$ cat src/rtl/pwm_fade_sequencer.sv
// rtl/pwm_fade_sequencer.sv - control-side sequencer for a 128-tick PWM stage
//
// Purpose: produces the PWM tick enable, the per-period compare load strobe
// and the 4-bit duty level. The level steps through triangle fade, sawtooth
// ramp or fixed-level patterns. A shadow copy of the downstream 7-bit period
// counter makes new levels land exactly on a period boundary.
//
// Ports:
//   clk_i            system clock
//   reset_i          synchronous, active-high reset
//   run_i            1 = sequencing advances, 0 = level and step count frozen
//   mode_i           00 hold, 01 triangle, 10 sawtooth, 11 fixed level
//   fixed_level_i    level used in mode 11, clamped to MAX_LEVEL
//   pwm_tick_o       one-cycle strobe every PRESCALE clocks
//   compare_load_o   one-cycle strobe on the last tick of each PWM period
//   compare_value_o  current brightness level
//   peak_o           one-cycle pulse after the level is written to MAX_LEVEL
module pwm_fade_sequencer #(
  parameter int unsigned PRESCALE     = 391,
  parameter int unsigned STEP_PERIODS = 4,
  parameter int unsigned MAX_LEVEL    = 10
) (
  input  logic       clk_i,
  input  logic       reset_i,
  input  logic       run_i,
  input  logic [1:0] mode_i,
  input  logic [3:0] fixed_level_i,
  output logic       pwm_tick_o,
  output logic       compare_load_o,
  output logic [3:0] compare_value_o,
  output logic       peak_o
);

  localparam logic [15:0] PRESC_LAST = 16'(PRESCALE - 1);
  localparam logic [7:0]  SCNT_LAST  = 8'(STEP_PERIODS - 1);
  localparam logic [3:0]  LVL_MAX    = 4'(MAX_LEVEL);
  localparam logic [6:0]  SPER_PRE   = 7'd126;
  localparam logic [6:0]  SPER_LAST  = 7'd127;

  localparam logic [1:0] MODE_HOLD  = 2'b00;
  localparam logic [1:0] MODE_TRI   = 2'b01;
  localparam logic [1:0] MODE_FIXED = 2'b11;

  typedef enum logic [1:0] {
    S_IDLE,
    S_UP,
    S_DOWN,
    S_FIXED
  } state_t;

  state_t      state_q, state_d;
  logic [15:0] presc_q, presc_d;
  logic [6:0]  sper_q,  sper_d;
  logic [7:0]  scnt_q,  scnt_d;
  logic [3:0]  lvl_q,   lvl_d;
  logic        peak_q,  peak_d;

  logic       tick;
  logic       pre;
  logic       active;
  logic       advance;
  logic       step_due;
  logic [3:0] fixed_clamped;

  // Tick and boundary strobes are decoded from registered counters only.
  assign tick = (presc_q == PRESC_LAST);
  // One tick before the boundary: updating here gives the level a full
  // tick of settling before the downstream stage loads it.
  assign pre  = tick && (sper_q == SPER_PRE);

  assign pwm_tick_o      = tick;
  assign compare_load_o  = tick && (sper_q == SPER_LAST);
  assign compare_value_o = lvl_q;
  assign peak_o          = peak_q;

  assign active        = run_i && (mode_i != MODE_HOLD);
  assign advance       = pre && active;
  assign step_due      = advance && (scnt_q == SCNT_LAST);
  assign fixed_clamped = (fixed_level_i > LVL_MAX) ? LVL_MAX : fixed_level_i;

  always_comb begin
    presc_d = tick ? 16'd0 : presc_q + 16'd1;
    sper_d  = tick ? sper_q + 7'd1 : sper_q;

    scnt_d = scnt_q;
    if (advance) begin
      scnt_d = step_due ? 8'd0 : scnt_q + 8'd1;
    end

    state_d = state_q;
    lvl_d   = lvl_q;
    unique case (state_q)
      S_IDLE: begin
        // IDLE exit is not tied to the period boundary; the first level
        // change still waits for a step-due boundary.
        lvl_d = 4'd0;
        if (active) begin
          state_d = (mode_i == MODE_FIXED) ? S_FIXED : S_UP;
        end
      end
      S_FIXED: begin
        // Fixed level refreshes every period regardless of STEP_PERIODS;
        // leaving for a fade waits for a step-due boundary.
        if (advance) begin
          if (mode_i == MODE_FIXED) begin
            lvl_d = fixed_clamped;
          end else if (step_due) begin
            state_d = S_UP;
          end
        end
      end
      S_UP: begin
        if (step_due) begin
          if (mode_i == MODE_FIXED) begin
            state_d = S_FIXED;
          end else if (lvl_q < LVL_MAX) begin
            lvl_d = lvl_q + 4'd1;
          end else if (mode_i == MODE_TRI) begin
            state_d = S_DOWN;
            lvl_d   = LVL_MAX - 4'd1;
          end else begin
            lvl_d = 4'd0;
          end
        end
      end
      S_DOWN: begin
        if (step_due) begin
          if (mode_i == MODE_FIXED) begin
            state_d = S_FIXED;
          end else if (lvl_q != 4'd0) begin
            lvl_d = lvl_q - 4'd1;
          end else begin
            state_d = S_UP;
            lvl_d   = 4'd1;
          end
        end
      end
      default: begin
        state_d = S_IDLE;
        lvl_d   = 4'd0;
      end
    endcase

    // Only a transition into MAX_LEVEL counts; re-writing the same value
    // (fixed mode) does not re-fire the pulse.
    peak_d = (lvl_d == LVL_MAX) && (lvl_q != LVL_MAX);
  end

  always_ff @(posedge clk_i) begin
    if (reset_i) begin
      state_q <= S_IDLE;
      presc_q <= 16'd0;
      sper_q  <= 7'd0;
      scnt_q  <= 8'd0;
      lvl_q   <= 4'd0;
      peak_q  <= 1'b0;
    end else begin
      state_q <= state_d;
      presc_q <= presc_d;
      sper_q  <= sper_d;
      scnt_q  <= scnt_d;
      lvl_q   <= lvl_d;
      peak_q  <= peak_d;
    end
  end

endmodule
$ cat config.mk
export PLATFORM = sky130hd
export DESIGN_NAME = pwm_fade_sequencer
export DESIGN_NICKNAME = d
export VERILOG_FILES = /design/src/rtl/pwm_fade_sequencer.sv
export SDC_FILE = /design/constraint.sdc
export NUM_CORES = 1
export LEC_CHECK = 0
export ABC_AREA = 1
export CELL_PAD_IN_SITES_DETAIL_PLACEMENT = 2
export CELL_PAD_IN_SITES_GLOBAL_PLACEMENT = 2
export CORE_MARGIN = 1.5
export CORE_UTILIZATION = 33
export CTS_CLUSTER_SIZE = 14
export DETAILED_ROUTE_END_ITERATION = 8
export MAX_ROUTING_LAYER = met4
export PLACE_DENSITY_LB_ADDON = 0.25
export SLEW_MARGIN = 10
export SYNTH_ARGS = -nofsm -noshare
export SYNTH_HDL_FRONTEND = slang
export SYNTH_SLANG_ARGS = --single-unit
$ cat constraint.sdc
create_clock -name clk_i -period 2.2 [get_ports clk_i]
set_input_delay 0.22 -clock clk_i [delete_from_list [all_inputs] [get_ports clk_i]]
set_output_delay 0.22 -clock clk_i [all_outputs]
set_load 0.02 [all_outputs]
==> flow_summary_export.csv <==
group,metric,value,unit
finish,area_growth,22.7,%
detailed_routing,drt_iter0_markers,41,
synth,synth_area_leader_cell,"dfxtp_1",
floorplanning,rows,30,
timing,hold_viol,0,
finish,final_common_cell,"nand2_1",
place,globalplace.congestion,0.848,
finish,final_cell_area,0.00295,mm2
critical_path,worstPathMaxFanout,4,
timing,period_needed,2.03,ns
power,vdd_drop_max,0.242,mV
critical_path,critical-path-max-stage-delay,0.32,ns
place,dp.cells,482,
worst_hold_path,hp-class,"flip-flop to flip-flop",
power,power,1.61,mW
synth,synth_seq_area_share,31.7,%
clock_tree,clk_pin_slew_worst_paths,0.08,ns
critical_path,critPathLaunchType,"flip-flop",
floorplanning,core-area,0.00691,mm2
clock_tree,worstSkewPairLatency,0.29,ns
finish,antennaDiodeCount,0,
clock_tree,cts.hold.buffers_added,0,
finish,mostFrequentLayoutCells,"71 x nand2_1, 44 x nor2_1, 41 x inv_1",
clock_tree,cts_buffer_depth,2,
timing,fin_setup_tns,0,ns
timing,fin_skew,0.00739,ns
synth,synth_nets,370,
synth,synth_seq_cells,38,
synth,syn_area_per_cell,6.81,um2
clock_tree,cts_tree,"built",
timing,setup_ws,0.175,ns
finish,final_util,42.7,%
run,drv_cap,0,
clock_tree,h-tree-depth,2,
floorplanning,dieArea,0.00780,mm2
synth,yosysWarnings,0,
synth,syn-instance-count,353,
finish,finalNetCount,412,
timing,drv_slew,0,
synth,muxShareOfSynthArea,0,%
detailed_routing,wl,7890,um
floorplanning,fp.dieH,88.3,um
synth,netlist_area,0.00240,mm2
critical_path,crit_required,1.98,ns
critical_path,critPathKind,"flip-flop to output port",
critical_path,critical_path.cell_chain,"inv_1 > ha_2 > inv_1 > nor2_1 > nand2_1 > nor2_2 > inv_2 > nor2_4 > nand4_1 > nor2_1 > buf_4",
clock_tree,cts_num_sinks,38,
place,portBuffers,15,
timing,finalCritPeriodShare,92.1,%
global_route,antenna_found_initial,0,
power,p_per_area,547,mW/mm2
synth,synth_top_family_by_area,"simple AND/OR/NAND/NOR gates",
clock_tree,cts_inserted_buffers,5,
timing,holdWs,0.487,ns
synth,yosys.area_share.simple,41.4,%
detailed_routing,drt_first_pass_iters,4,
global_route,grt_first_pass_wirelength,13000,um
synth,ys_types,39,
timing,slew_headroom,69.4,%
place,dp_hpwl,6230,um
synth,synth_top_area_share,31.7,%
detailed_routing,drcViolationCount,0,
timing,tightest_slew,0.458,ns
global_route,grt_pass1_vias,2700,
place,placed_area,0.00281,mm2
floorplanning,start_util,34.8,%
finish,final_cell_count_no_fill,492,
finish,layout-drive-gt1-share,19.4,%
global_route,grt_max_degree,12,
synth,ys_top_cells_by_area,"dfxtp_1 32%, nand2_1 11%, nor2_1 7.2%",
timing,maxClockFrequency,494,MHz
detailed_routing,vias_per_cell,5.09,
critical_path,cp.arrival,1.81,ns
detailed_routing,vias,2504,
floorplanning,die_x,88.3,um
run_status,outcome,"finished clean",
timing,rsz0062_at_grt,"no",
floorplanning,io_pins,16,
timing,setup_viol_count_final,0,
clock_tree,ctsRootBufferMaster,"clkbuf_8",
global_route,track_usage,22.4,%
detailed_routing,postRouteAntennaNets,0,
critical_path,end_kind,"output port",
synth,synth_xor_xnor_area_share,1.09,%
global_route,grt_overflow,0,
power,p_leak,1.25,nW
synth,synth_compound_area_share,12.7,%
place,place_ws,-0.0366,ns
critical_path,cp_slowest_cell,"dfxtp_1",
synth,yosys.area_share.adder,4.17,%
detailed_routing,wl_per_cell,16.0,um
[cell usage after synthesis (all sizes together)]
cell / count
a31o: 1
nand3b: 1
buf: 1
inv: 53
o21bai: 2
and3: 2
o21ai: 18
clkinv: 2
o21a: 2
xor2: 3
nand3: 24
nand2: 77
nor3: 9
a21oi: 21
clkbuf: 1
dfxtp: 38
or2: 1
nor3b: 6
o211ai: 3
a211oi: 3
ha: 8
nor2: 57
a31oi: 3
nor4: 2
nand4: 15
[timing repair]
action                                  4_1_cts  5_1_grt
pin swaps                                     0        2
endpoints found under the setup margin        2        2
resized for setup                             5        5
setup buffers                                 0        2
[logic make-up after synthesis]
logic type | count (synthesis)
and+or+nand+nor | 194
AOI/OAI and AO/OA | 53
adders and majority gates | 8
xor gates and xnor gates | 3
buffers and inverters | 57
DFF | 38
[per-layer routing]
layer  wire [um]  GRT usage (%)  part of all wire [%]
met2        4160           40.9                    53
met5           0              -                     0
met4          56           4.26                  0.71
met3         120           3.64                   1.5
met1        3550           26.0                    45
[sequential cells by signal, summed over array words and instances (netlist names)]
register / flops
compare_value_o: 4
peak_o: 1
presc_q: 16
scnt_q: 8
sper_q: 7
state_q: 2
[path summary, 6_finish.rpt]
| kind | startpoint | end | slack, ns | cells past startpoint |
|---|---|---|---|---|
| max | presc_q[0]$_SDFF_PP0_ | compare_load_o | 0.17 | 11 |
| min | presc_q[10]$_SDFF_PP0_ | presc_q[10]$_SDFF_PP0_ | 0.49 | 2 |
| max reg2reg | sper_q[0]$_SDFFE_PP0P_ | state_q[0]$_SDFFE_PP0P_ | 0.23 | 11 |
| min reg2reg | presc_q[10]$_SDFF_PP0_ | presc_q[10]$_SDFF_PP0_ | 0.49 | 2 |
[critical path, delay by kind of cell (launching register included)]
| kind | cells | cell delay (ns) |
|---|---|---|
| and+or+nand+nor | 6 | 0.66 |
| buffers and inverters | 4 | 0.34 |
| DFF | 1 | 0.32 |
| adders and majority gates | 1 | 0.18 |
[final cells by class]
class | count | area (um2)
Tap cell | 96 | 120
Multi-Input combinational cell | 258 | 1440
Timing Repair Buffer | 37 | 312
Clock buffer | 8 | 110
Inverter | 55 | 208
Fill cell | 865 | 3960
Sequential cell | 38 | 761
[power by group]
group | internal [mW] | leakage [nW] | switching, mW
Sequential | 0.710 | 0.307 | 0.0324
Combinational | 0.101 | 0.887 | 0.183
Clock | 0.317 | 0.0575 | 0.270
No activity file was read; power rests on OpenSTA's default activity.
